### config.mk
export PLATFORM = sky130hd
export DESIGN_NAME = mdu_scoreboard
export DESIGN_NICKNAME = d
export VERILOG_FILES = /design/src/rtl/mdu_scoreboard.sv
export SDC_FILE = /design/constraint.sdc
export NUM_CORES = 1
export LEC_CHECK = 0
export CAP_MARGIN = 20
export CORE_ASPECT_RATIO = 1.25
export CORE_UTILIZATION = 35
export CTS_CLUSTER_DIAMETER = 120
export CTS_CLUSTER_SIZE = 14
export DETAILED_ROUTE_END_ITERATION = 7
export DONT_BUFFER_PORTS = 1
export GPL_TIMING_DRIVEN = 1
export PLACE_DENSITY = 0.46
export SYNTH_ARGS = -nofsm -noshare
export SYNTH_HDL_FRONTEND = slang
export SYNTH_SLANG_ARGS = --single-unit
### constraint.sdc
create_clock -name clk_i -period 2 [get_ports clk_i]
set_input_delay 0.2 -clock clk_i [delete_from_list [all_inputs] [get_ports clk_i]]
set_output_delay 0.2 -clock clk_i [all_outputs]
set_load 0.1 [all_outputs]
### src/rtl/mdu_scoreboard.sv
// ============================================================================
// mdu_scoreboard
// ----------------------------------------------------------------------------
// Issue scheduler and hazard controller for the multi-cycle multiply/divide
// unit. Tracks the single outstanding MDU operation, stalls ID on load-use
// and on RAW/WAW hazards against the pending MDU destination, and shares the
// register-file write port between normal WB traffic and the MDU result.
//
// Optional feature macro: MDU_TIMEOUT_EN
//   defined   -> BUSY watchdog; after MAX_CYCLES BUSY cycles without
//                MDU_Done_i the op is abandoned and Timeout_o is set (sticky).
//   undefined -> BUSY waits indefinitely; Timeout_o is tied to 0.
//
// Parameters:
//   MAX_CYCLES     watchdog limit in BUSY cycles (2..255)
// Ports:
//   clk_i          clock
//   rst_i          asynchronous active-low reset
//   ID_Rs1_i/Rs2_i ID source registers; ID_RsUse_i[0]/[1] say which are read
//   ID_Rd_i        ID destination; ID_RegWrite_i says it is written
//   ID_MduReq_i    ID instruction is an MDU op
//   EX_MemRead_i   EX instruction is a load; EX_Rd_i its destination
//   WB_RegWrite_i  normal WB traffic owns the write port this cycle
//   MDU_Done_i     MDU result valid, held until granted
//   MDU_Start_o    one-cycle issue pulse to the MDU
//   MDU_WbGrant_o  MDU result writes the register file this cycle
//   MDU_Rd_o       pending MDU destination
//   Stall_o        hold PC and IF/ID, bubble into ID/EX
//   Busy_o         an MDU op is outstanding
//   Timeout_o      sticky watchdog error
// ============================================================================
module mdu_scoreboard #(
    parameter int MAX_CYCLES = 34
) (
    input  logic       clk_i,
    input  logic       rst_i,
    input  logic [4:0] ID_Rs1_i,
    input  logic [4:0] ID_Rs2_i,
    input  logic [1:0] ID_RsUse_i,
    input  logic [4:0] ID_Rd_i,
    input  logic       ID_RegWrite_i,
    input  logic       ID_MduReq_i,
    input  logic       EX_MemRead_i,
    input  logic [4:0] EX_Rd_i,
    input  logic       WB_RegWrite_i,
    input  logic       MDU_Done_i,
    output logic       MDU_Start_o,
    output logic       MDU_WbGrant_o,
    output logic [4:0] MDU_Rd_o,
    output logic       Stall_o,
    output logic       Busy_o,
    output logic       Timeout_o
);

    typedef enum logic [1:0] {
        IDLE   = 2'd0,
        BUSY   = 2'd1,
        WBWAIT = 2'd2
    } state_t;

    localparam logic [7:0] CNT_LAST = 8'(MAX_CYCLES - 1);

    state_t     r_state;
    state_t     w_state_next;
    logic [4:0] r_pend_rd;
    logic [4:0] w_pend_rd_next;

    logic w_use1;
    logic w_use2;
    logic w_busy;
    logic w_loaduse;
    logic w_mduhaz;
    logic w_start;
    logic w_grant;

`ifdef MDU_TIMEOUT_EN
    logic [7:0] r_cnt;
    logic [7:0] w_cnt_next;
    logic       r_timeout;
    logic       w_timeout_set;
`else
    logic [7:0] w_unused_cfg;
    assign w_unused_cfg = CNT_LAST;
`endif

    // ------------------------------------------------------------------
    // Hazard detection
    // ------------------------------------------------------------------
    assign w_use1 = ID_RsUse_i[0];
    assign w_use2 = ID_RsUse_i[1];
    assign w_busy = (r_state != IDLE);

    assign w_loaduse = EX_MemRead_i && (EX_Rd_i != 5'd0) &&
                       ((w_use1 && (ID_Rs1_i == EX_Rd_i)) ||
                        (w_use2 && (ID_Rs2_i == EX_Rd_i)));

    // pend_rd==0 covers both "no op pending" and "op targets x0".
    assign w_mduhaz = w_busy && (r_pend_rd != 5'd0) &&
                      ((w_use1 && (ID_Rs1_i == r_pend_rd)) ||
                       (w_use2 && (ID_Rs2_i == r_pend_rd)) ||
                       (ID_RegWrite_i && (ID_Rd_i == r_pend_rd)));

    assign w_start = (r_state == IDLE) && ID_MduReq_i && !w_loaduse;
    assign w_grant = (r_state == WBWAIT) && !WB_RegWrite_i;

    // Combinational outputs are forced low while reset is asserted so the
    // whole output bundle is quiet during reset, not just the registers.
    assign MDU_Start_o   = rst_i && w_start;
    assign MDU_WbGrant_o = rst_i && w_grant;
    assign Stall_o       = rst_i && (w_loaduse || w_mduhaz ||
                                     (w_busy && ID_MduReq_i) ||
                                     (r_state == WBWAIT));
    assign Busy_o        = w_busy;
    assign MDU_Rd_o      = r_pend_rd;

    // ------------------------------------------------------------------
    // Next-state logic
    // ------------------------------------------------------------------
    always_comb begin
        w_state_next   = r_state;
        w_pend_rd_next = r_pend_rd;
`ifdef MDU_TIMEOUT_EN
        w_cnt_next     = r_cnt;
        w_timeout_set  = 1'b0;
`endif
        case (r_state)
            IDLE: begin
                if (w_start) begin
                    w_state_next   = BUSY;
                    w_pend_rd_next = ID_Rd_i;
`ifdef MDU_TIMEOUT_EN
                    w_cnt_next     = 8'd0;
`endif
                end
            end
            BUSY: begin
`ifdef MDU_TIMEOUT_EN
                w_cnt_next = r_cnt + 8'd1;
`endif
                // Done wins over the watchdog in the same cycle.
                if (MDU_Done_i) begin
                    w_state_next = WBWAIT;
                end
`ifdef MDU_TIMEOUT_EN
                else if (r_cnt == CNT_LAST) begin
                    w_state_next   = IDLE;
                    w_pend_rd_next = 5'd0;
                    w_timeout_set  = 1'b1;
                end
`endif
            end
            WBWAIT: begin
                if (w_grant) begin
                    w_state_next   = IDLE;
                    w_pend_rd_next = 5'd0;
                end
            end
            default: begin
                w_state_next   = IDLE;
                w_pend_rd_next = 5'd0;
            end
        endcase
    end

    // ------------------------------------------------------------------
    // State registers
    // ------------------------------------------------------------------
    always_ff @(posedge clk_i or negedge rst_i) begin
        if (!rst_i) begin
            r_state   <= IDLE;
            r_pend_rd <= 5'd0;
        end else begin
            r_state   <= w_state_next;
            r_pend_rd <= w_pend_rd_next;
        end
    end

`ifdef MDU_TIMEOUT_EN
    always_ff @(posedge clk_i or negedge rst_i) begin
        if (!rst_i) begin
            r_cnt     <= 8'd0;
            r_timeout <= 1'b0;
        end else begin
            r_cnt <= w_cnt_next;
            if (w_timeout_set) begin
                r_timeout <= 1'b1;
            end
        end
    end

    assign Timeout_o = r_timeout;
`else
    assign Timeout_o = 1'b0;
`endif

endmodule

==> results_dict.tcl, run 1 <==
set metrics [dict create \
    area_delta_synth_final_pct 25.0 \
    worst_setup_path_start_kind "register" \
    r2r_start "r_state[0]$_DFFE_PN0P_" \
    io_buffers 0 \
    slowest_stage "dfrtp_4" \
    synth-xor-area-share_pct 31.5 \
    grt_pass1_wl_um 2590 \
    crit_chain "xor2_1, nor4_1, nand3_1, nand3_1, o211ai_1, a31oi_4, buf_12" \
    max_stage_delay_ns 0.50 \
    clk_pin_slew_worst_paths_ns 0.05 \
    peakVddDrop_mv 0.850 \
    synthAdderAreaFrac_pct 0 \
    path_common_cell "nand3_1" \
    p_per_area_nw_per_um2 1830 \
    clk-insertion-delay-late_ns 0.25 \
    end_kind "primary output" \
    setup.worst_path.class "register to primary output" \
    place_area_um2 833 \
    yosysSeqAreaShare_pct 25.2 \
    finalSetupViolCount 1 \
    skew_ns 0.00273 \
    post_cts_resized 0 \
    syn_avg_cell_area_um2 8.38 \
    worstPathMaxFanout 6 \
    core.rowCount 17 \
    routedWlPerCell_um 14.8 \
    synth_top_family_by_area "XOR/XNOR gates" \
    status "finished, violations left" \
    synthSimpleGateAreaFrac_pct 19.6 \
    maxSlewViolCount 0 \
    postLayoutCoreUtil_pct 48.1 \
    grt_pass1_vias 681 \
    fin_crit_ns 2.14 \
    violations "setup timing" \
    grt_max_degree 8 \
    fin_nets 125 \
    drtIter0Drc 5 \
    finalHoldViolations 0 \
    r2r_end "MDU_Rd_o[4]$_DFFE_PN0P_" \
    min_from "ID_Rd_i[1]" \
    synth_fp_nets 112 \
    cellLeakagePower_nw 0.374 \
    final_common_cell "xnor2_1" \
    whs_endpoint "MDU_Rd_o[1]$_DFFE_PN0P_" \
    final_cell_mix "13 x xnor2_1, 12 x xor2_1, 8 x nand2_1, 8 x inv_1, 8 x buf_4" \
    ys_warn_count 0 \
    drtAntennaViolNets 0 \
    rr_worst_depth 4 \
    synth.area.mux_share_pct 7.19 \
    die_h_um 51.8 \
    gp_congestion 0.692 \
    drv_cap 0 \
    whs_path_depth 2 \
    vias 594 \
    synth_area_um2 696 \
    fmax_ghz 0.467 \
    fin_ws_ns -0.143 \
    drcViolationCount 0 \
    grtUsageTotal_pct 16.3 \
    numCtsBuffers 3 \
    cp.required_ns 1.80 \
    rsz0062_at_grt "true" \
    hp-class "input port to register" \
    initial_core_util_pct 38.5 \
    drtPass1Iterations 3 \
    ios 39 \
    relSlewSlack_pct 58.8 \
    ctsHtreeMaxLevel 1 \
    antenna_found_initial 0 \
    die_x_um 41.9 \
    critical_path_arrival_ns 1.94 \
    cp_top_family "simple AND/OR/NAND/NOR gates" \
    drive_above_1_share_pct 24.2 \
    cts_tree "done" \
    synth-compound-area-share_pct 7.91 \
    synthCells 83 \
    cts-root-buf "clkbuf_4" \
    nFillCells 193 \
    cts_max_path_buffers 2 \
    dp_hpwl_um 1400 \
    worst_pin_slew_ns 0.611 \
    die-area_um2 2170 \
    core-area_um2 1810 \
    viasPerCell 5.21 \
    antenna_cells 0 \
    cts.sinks 7 \
    synth_seq_cells 7 \
    regToRegSetupSlack_ns 0.65 \
    overflow 0 \
    postLayoutCellArea_um2 870 \
    synth_cell_type_count 26 \
    wl_um 1680 \
    fin_total_pwr_mw 1.59 \
    crit_buf_inv 1 \
    finalCritPeriodShare_pct 107 \
]
kinds of logic (layout without fill, tap and decap cells):
kind of cell	after synthesis	count (layout)
xor+xnor	25	25
simple gates	25	25
buf+inv	12	24
compound gates	8	8
flops	7	7
mux	5	5
other cells	1	1
worst register-to-register path: stages (launching register included):
cell     delay, ns
dfrtp_1       0.42
nor2_1        0.24
and3_1        0.23
buf_4         0.18
mux2i_1       0.20
worst max-delay path by stage:
stage | from | end | slack, ns | cells past startpoint
2_1_floorplan | MDU_Rd_o[0]$_DFFE_PN0P_ | Stall_o | -0.22 | 7
3_3_place_gp | MDU_Rd_o[1]$_DFFE_PN0P_ | Stall_o | 0.11 | 7
3_5_place_dp | MDU_Rd_o[1]$_DFFE_PN0P_ | Stall_o | 0.11 | 7
4_1_cts | MDU_Rd_o[1]$_DFFE_PN0P_ | Stall_o | -0.17 | 7
5_1_grt | MDU_Rd_o[0]$_DFFE_PN0P_ | Stall_o | -0.28 | 7
6_report | MDU_Rd_o[4]$_DFFE_PN0P_ | Stall_o | -0.14 | 7
power by group:
part           leakage [nW]  internal [mW]  switching, mW  total [mW]
Sequential           0.0813          0.237          0.120       0.357
Clock                0.0150         0.0761         0.0516       0.128
Combinational         0.278          0.322          0.787        1.11
timing repair:
action,4_1_cts,5_1_grt
hold buffers,1,0
buffers inserted,0,0
endpoints found under the setup margin,1,1
pin swaps,1,2
hold endpoints to repair,7,0
metrics by stage:
| stage | hold slack (ns) | std cells | TNS, ns | worst slack [ns] |
|---|---|---|---|---|
| floorplan | -0.0956 | 83 | -0.220 | -0.220 |
| global placement | -0.0953 | 109 | 0 | 0.112 |
| detailed placement | -0.0953 | 109 | 0 | 0.106 |
| CTS | 0.0676 | 114 | -0.171 | -0.171 |
| global route | 0.0704 | 114 | -0.276 | -0.276 |
| finish | 0.0791 | 114 | -0.143 | -0.143 |
sequential cells by signal, summed over array words and instances (netlist names):
signal / count
r_state: 2
MDU_Rd_o: 5
cells in the mapped netlist, drive strengths merged:
master	n	area (µm²)
a21o	1	7.51
a31oi	1	6.26
and2	1	6.26
and3	1	6.26
and4	1	8.76
buf	2	18.8
clkbuf	1	3.75
conb	1	3.75
dfrtp	7	175
inv	9	33.8
mux2i	5	50.1
nand2	8	30.0
nand3	4	20.0
nand3b	1	7.51
nand4	2	12.5
nor2	2	7.51
nor4	3	18.8
o211ai	2	20.0
o21ai	3	15.0
o22ai	1	6.26
or4	2	18.8
xnor2	13	114
xor2	12	105
final cells by class:
type | count | area (µm²) | share of cell area [%]
Sequential cell | 7 | 191 | 22.0
Multi-Input combinational cell | 64 | 480 | 55.3
Clock buffer | 4 | 26.3 | 3.02
Inverter | 9 | 37.5 | 4.32
Timing Repair Buffer | 11 | 110 | 12.7
Tap cell | 19 | 23.8 | 2.73
routing by layer:
| layer | vias up | share of wire (%) | track usage (%) |
|---|---|---|---|
| met1 | 270 | 39 | 16.1 |
| met5 | - | 0 | 0 |
| met2 | 24 | 53 | 31.0 |
| li1 | 298 | - | - |
| met3 | 2 | 8.1 | 3.13 |
| met4 | 0 | 0.71 | 9.68 |
Note: power is estimated with default switching activity, not from simulation.
==> run 2: changes to the inputs <==
- CORE_UTILIZATION: 35 -> 42
- PLACE_DENSITY: 0.46 -> 0.53
==> results_dict.tcl, run 2 (synthesis gave the netlist of run 1 again) <==
set metrics [dict create \
    status "finished, violations left" \
    violations "setup timing" \
    die-area_um2 1820 \
    maxSlewViolCount 0 \
    drcViolationCount 0 \
    fmax_ghz 0.455 \
    area_delta_synth_final_pct 25.9 \
    crit_chain "xor2_1, nor4_2, nand3_1, nand3_1, o211ai_1, a31oi_4, buf_12" \
    cts-root-buf "clkbuf_4" \
    gp_congestion 0.701 \
    path_common_cell "nand3_1" \
    drtPass1Iterations 4 \
    hp-class "input port to register" \
    whs_endpoint "MDU_Rd_o[3]$_DFFE_PN0P_" \
    worstPathMaxFanout 6 \
    grt_max_degree 8 \
    cts_max_path_buffers 2 \
    peakVddDrop_mv 0.882 \
    dp_slack_ns 0.119 \
    min_from "ID_Rd_i[3]" \
    viasPerCell 5.29 \
    ios 39 \
    skew_ns 0.00595 \
    core.rowCount 16 \
    postCtsSetupRepairBufs 0 \
    largest_reg_flops 5 \
    rsz0062_at_grt "true" \
    r2r_start "r_state[0]$_DFFE_PN0P_" \
    clk_pin_slew_worst_paths_ns 0.06 \
    grt_pass1_wl_um 2310 \
    finalCritPeriodShare_pct 110 \
    ctsHtreeMaxLevel 1 \
    fin_total_pwr_mw 1.60 \
    rr_worst_depth 4 \
    final_common_cell "xnor2_1" \
    dp_hpwl_um 1290 \
    antenna_cells 0 \
    grt_pass1_vias 586 \
    finalSetupViolCount 1 \
    drtIter0Drc 11 \
    core-area_um2 1560 \
    end_kind "primary output" \
    grtUsageTotal_pct 18.5 \
    initial_core_util_pct 44.6 \
    vias 598 \
    slowest_stage "dfrtp_4" \
    drtAntennaViolNets 0 \
    drive_above_1_share_pct 26.3 \
    cts_tree "done" \
    cts.sinks 7 \
    overflow 0 \
    worst_setup_path_start_kind "register" \
    die_h_um 47.5 \
    cellLeakagePower_nw 0.377 \
    worst_pin_slew_ns 0.590 \
    cp.required_ns 1.80 \
    clk-insertion-delay-late_ns 0.26 \
    drv_cap 0 \
    wl_um 1590 \
    r2r_end "MDU_Rd_o[4]$_DFFE_PN0P_" \
    p_per_area_nw_per_um2 1830 \
    routedWlPerCell_um 14.1 \
    critical_path_arrival_ns 2.00 \
    whs_path_depth 2 \
    max_stage_delay_ns 0.51 \
    fin_crit_ns 2.20 \
    die_x_um 38.4 \
    regToRegSetupSlack_ns 0.70 \
    final_cell_mix "13 x xnor2_1, 12 x xor2_1, 8 x nand2_1, 8 x inv_1, 8 x buf_4" \
    fin_ws_ns -0.197 \
    antenna_found_initial 0 \
    setup.worst_path.class "register to primary output" \
    relSlewSlack_pct 60.2 \
    numCtsBuffers 3 \
    fin_nets 125 \
    io_buffers 0 \
    finalHoldViolations 0 \
]
## run 2: changes by cell type in the layout (fill, tap and decap cells not counted), sizes merged
cell    delta
clkbuf     -1
clkinv     +1
## run 2: layout make-up
cell class / count / area (µm²)
inverter: 9 / 37.5
sequential: 7 / 191
timing repair buffer: 11 / 110
multi-input combinational: 64 / 487
tap: 18 / 22.5
clock inverter: 1 / 5.00
fill: 154 / 686
clock buffer: 3 / 22.5
## run 2: metrics by stage
step	TNS [ns]	area, µm²	hold slack (ns)	cells	util [%]
6_report	-0.197	876	0.0656	113	56.1
5_1_grt	-0.274	876	0.0555	113	56.1
4_1_cts	-0.173	870	0.0539	113	55.7
3_5_place_dp	0	832	-0.0954	108	53.3
3_3_place_gp	0	832	-0.0953	108	53.3
2_1_floorplan	-0.220	742	-0.0956	83	-
## run 2: how the worst max path moves through the flow
stage,from,end,slack [ns],depth (start not counted)
CTS,MDU_Rd_o[1]$_DFFE_PN0P_,Stall_o,-0.17,7
floorplan,MDU_Rd_o[0]$_DFFE_PN0P_,Stall_o,-0.22,7
detailed placement,MDU_Rd_o[1]$_DFFE_PN0P_,Stall_o,0.12,7
finish,MDU_Rd_o[4]$_DFFE_PN0P_,Stall_o,-0.20,7
global placement,MDU_Rd_o[1]$_DFFE_PN0P_,Stall_o,0.10,7
global route,MDU_Rd_o[4]$_DFFE_PN0P_,Stall_o,-0.27,7
## run 2: layer usage
layer / track usage (%) / vias up / share of wire, %
met5: 0 / - / 0
met2: 31.5 / 25 / 53
met4: 10.3 / 0 / 1.3
met1: 22.1 / 271 / 38
met3: 3.26 / 2 / 6.9
li1: - / 300 / -
## run 2: worst max-delay path, delay by kind of cell, from the launching register on
family,cells,cell delay [ns]
AND/OR/NAND/NOR,3,0.54
AO/OA/AOI/OAI,2,0.33
flip-flops,1,0.51
buffers and inverters,1,0.19
XOR/XNOR,1,0.16
## run 2: what timing repair did
| action | 4_1_cts | 5_1_grt |
|---|---|---|
| endpoints found under the setup margin | 1 | 1 |
| endpoints found under the hold margin | 7 | 0 |
| pin swaps | 0 | 7 |
| gates resized for setup | 0 | 1 |
| hold buffers | 1 | 0 |
## run 2: report_power, final
part | internal (mW) | leakage, nW | total [mW] | switching (mW)
Combinational | 0.324 | 0.278 | 1.12 | 0.794
Clock | 0.0733 | 0.0177 | 0.131 | 0.0574
Sequential | 0.237 | 0.0813 | 0.355 | 0.118
Total | 0.635 | 0.377 | 1.60 | 0.969
==> run 3: changes to the inputs <==
- ABC_AREA: not set -> 1
- ABC_CLOCK_PERIOD_IN_PS: not set -> 2000
==> results_dict.tcl, run 3 <==
set metrics [dict create \
    status "finished clean" \
    synth_largest_area_cell "nand2_1" \
    drtIter0Drc 7 \
    cp_top_family "flip-flops" \
    skew_ns 0.00262 \
    drtAntennaViolNets 0 \
    cp.required_ns 1.80 \
    min_from "MDU_Done_i" \
    cts.sinks 7 \
    synth-main-ff-cell "dfrtp_1" \
    drtPass1Iterations 4 \
    finalCritPeriodShare_pct 90.8 \
    yosysSeqAreaShare_pct 21.5 \
    routedWlPerCell_um 11.5 \
    crit_chain "inv_1, o21ai_0, a21oi_1, nand3_1, nand3_1, nand2_1, nand3_1, nand2_2, clkinvlp_4, buf_12" \
    finalHoldViolations 0 \
    synth_seq_cells 7 \
    fin_crit_ns 1.82 \
    postLayoutCellArea_um2 992 \
    yosysMostFrequentCell "nand2_1" \
    numCtsBuffers 3 \
    area_delta_synth_final_pct 21.6 \
    finalSetupViolCount 0 \
    synth_edf_count 0 \
    largest_reg_flops 5 \
    drcViolationCount 0 \
    p_per_area_nw_per_um2 1680 \
    worstPathMaxFanout 4 \
    crit_buf_inv 3 \
    initial_core_util_pct 45.7 \
    io_buffers 0 \
    synth_cell_type_count 19 \
    max_stage_delay_ns 0.44 \
    die-area_um2 2120 \
    ios 39 \
    synth_area_leaders "nand2_1 27%, dfrtp_1 21%, inv_1 12%, nor2_1 6.9%, nand3_1 6.1%" \
    nFillCells 207 \
    core.rowCount 17 \
    fin_ws_ns 0.184 \
    overflow 0 \
    grt_pass1_vias 927 \
    drive_above_1_share_pct 21.5 \
    ys_warn_count 0 \
    critical_path_arrival_ns 1.62 \
    rsz0062_at_grt "false" \
    fin_total_pwr_mw 1.66 \
    die_x_um 41.4 \
    slowest_stage "dfrtp_2" \
    dp_hpwl_um 1780 \
    cts-root-buf "clkbuf_4" \
    grtUsageTotal_pct 22.0 \
    synthCells 150 \
    grt_pass1_wl_um 3640 \
    synth_area_um2 816 \
    final_common_cell "nand2_1" \
    cellLeakagePower_nw 0.575 \
    core-area_um2 1790 \
    fmax_ghz 0.551 \
    viasPerCell 5.05 \
    r2r_start "r_state[1]$_DFFE_PN0P_" \
    synth_common_cells "58 x nand2_1, 25 x inv_1, 15 x nor2_1" \
    syn_avg_cell_area_um2 5.44 \
    die_h_um 51.3 \
    vias 919 \
    drv_cap 0 \
    fin_nets 193 \
    gp_congestion 0.781 \
    cts_max_path_buffers 2 \
    synth_top_area_share_pct 26.7 \
    antenna_found_initial 0 \
    async_flop_share_pct 100 \
    stdcell_count 182 \
    antenna_cells 0 \
    dp_slack_ns 0.397 \
    postLayoutCoreUtil_pct 55.5 \
    setup.worst_path.class "register to primary output" \
    synth_fp_nets 179 \
    peakVddDrop_mv 0.949 \
    final_cell_mix "57 x nand2_1, 21 x inv_1, 13 x nor2_1" \
    wl_um 2100 \
    clk-insertion-delay-late_ns 0.25 \
    path_common_cell "nand3_1" \
    cts_tree "done" \
    maxSlewViolCount 0 \
    place_area_um2 948 \
    ctsHtreeMaxLevel 1 \
    grt_max_degree 10 \
    critical_path.startpoint "MDU_Rd_o[4]$_DFFE_PN0P_" \
    clk_pin_slew_worst_paths_ns 0.05 \
    hp-class "input port to register" \
    end_kind "primary output" \
    placed_cells 177 \
    worst_setup_path_start_kind "register" \
]
==> run 3: cell count changes in the layout (fill, tap and decap cells not counted), sizes merged, moves of 3 or more <==
| cell | previous run | this run |
|---|---|---|
| nand2 | 8 | 62 |
| inv | 8 | 27 |
| nor2 | 2 | 17 |
| xnor2 | 13 | 0 |
| xor2 | 12 | 3 |
| o21ai | 3 | 10 |
| nand3 | 4 | 10 |
| mux2i | 5 | 0 |
| a21oi | 0 | 4 |
| nor4 | 3 | 0 |
==> run 3: worst register-to-register path, stage by stage, from the launching register on <==
cell	delay [ns]
dfrtp_1	0.42
nor2_4	0.16
clkinvlp_4	0.15
nor2_2	0.14
nand2_4	0.09
nand2_4	0.07
nand2_4	0.06
nand2_1	0.06
nand2_1	0.05
==> run 3: final cells by class <==
| class | instances | area (µm²) | area share, % |
|---|---|---|---|
| Clock buffer | 4 | 26.3 | 2.65 |
| Inverter | 29 | 116 | 11.7 |
| Multi-Input combinational cell | 113 | 542 | 54.6 |
| Sequential cell | 7 | 181 | 18.3 |
| Tap cell | 19 | 23.8 | 2.40 |
| Timing Repair Buffer | 10 | 103 | 10.3 |
==> run 3: final timing paths <==
check / slack [ns] / end / cells past startpoint
worst max-delay path: 0.18 / Stall_o / 10
worst min-delay path: 0.06 / r_state[0]$_DFFE_PN0P_ / 1
worst max register to register: 0.69 / MDU_Rd_o[0]$_DFFE_PN0P_ / 8
worst min register to register: 0.60 / MDU_Rd_o[0]$_DFFE_PN0P_ / 2
max in group asynchronous: 1.45 / MDU_Rd_o[3]$_DFFE_PN0P_ / 1
min in group asynchronous: 0.28 / MDU_Rd_o[1]$_DFFE_PN0P_ / 1
==> run 3: what timing repair did <==
action	CTS	global route
resized for setup	0	4
setup buffers	0	0
endpoints found under the setup margin	0	1
hold endpoints to repair	7	0
hold buffers	1	0
==> run 3: logic make-up (layout without fill, tap and decap cells) <==
kind of cell | count (synthesis) | after routing | synth area share, %
flip-flops | 7 | 7 | 21.5
other | 1 | 1 | 0.460
buffers and inverters | 30 | 43 | 14.3
AO/OA/AOI/OAI | 18 | 18 | 12.3
AND/OR/NAND/NOR | 91 | 91 | 48.3
XOR/XNOR | 3 | 3 | 3.22
==> run 3: report_power, final <==
part	switching [mW]	total (mW)	internal, mW
clock	0.0533	0.129	0.0762
combinational	0.904	1.23	0.324
sequential	0.0914	0.305	0.214
total	1.05	1.66	0.613
==> run 3: metrics by stage <==
| stage | setup TNS [ns] | hold WS [ns] |
|---|---|---|
| detailed placement | 0 | -0.0954 |
| floorplan | -0.155 | -0.0956 |
| finish | 0 | 0.0569 |
| global route | 0 | 0.0572 |
| CTS | 0 | 0.0543 |
| global placement | 0 | -0.0953 |
==> run 3: routing by layer <==
metal	track usage, %	vias up	part of all wire [%]
met5	0	-	0
met3	5.30	2	7.3
met4	8.06	0	0.76
met2	43.2	30	54
li1	-	482	-
met1	21.9	405	38
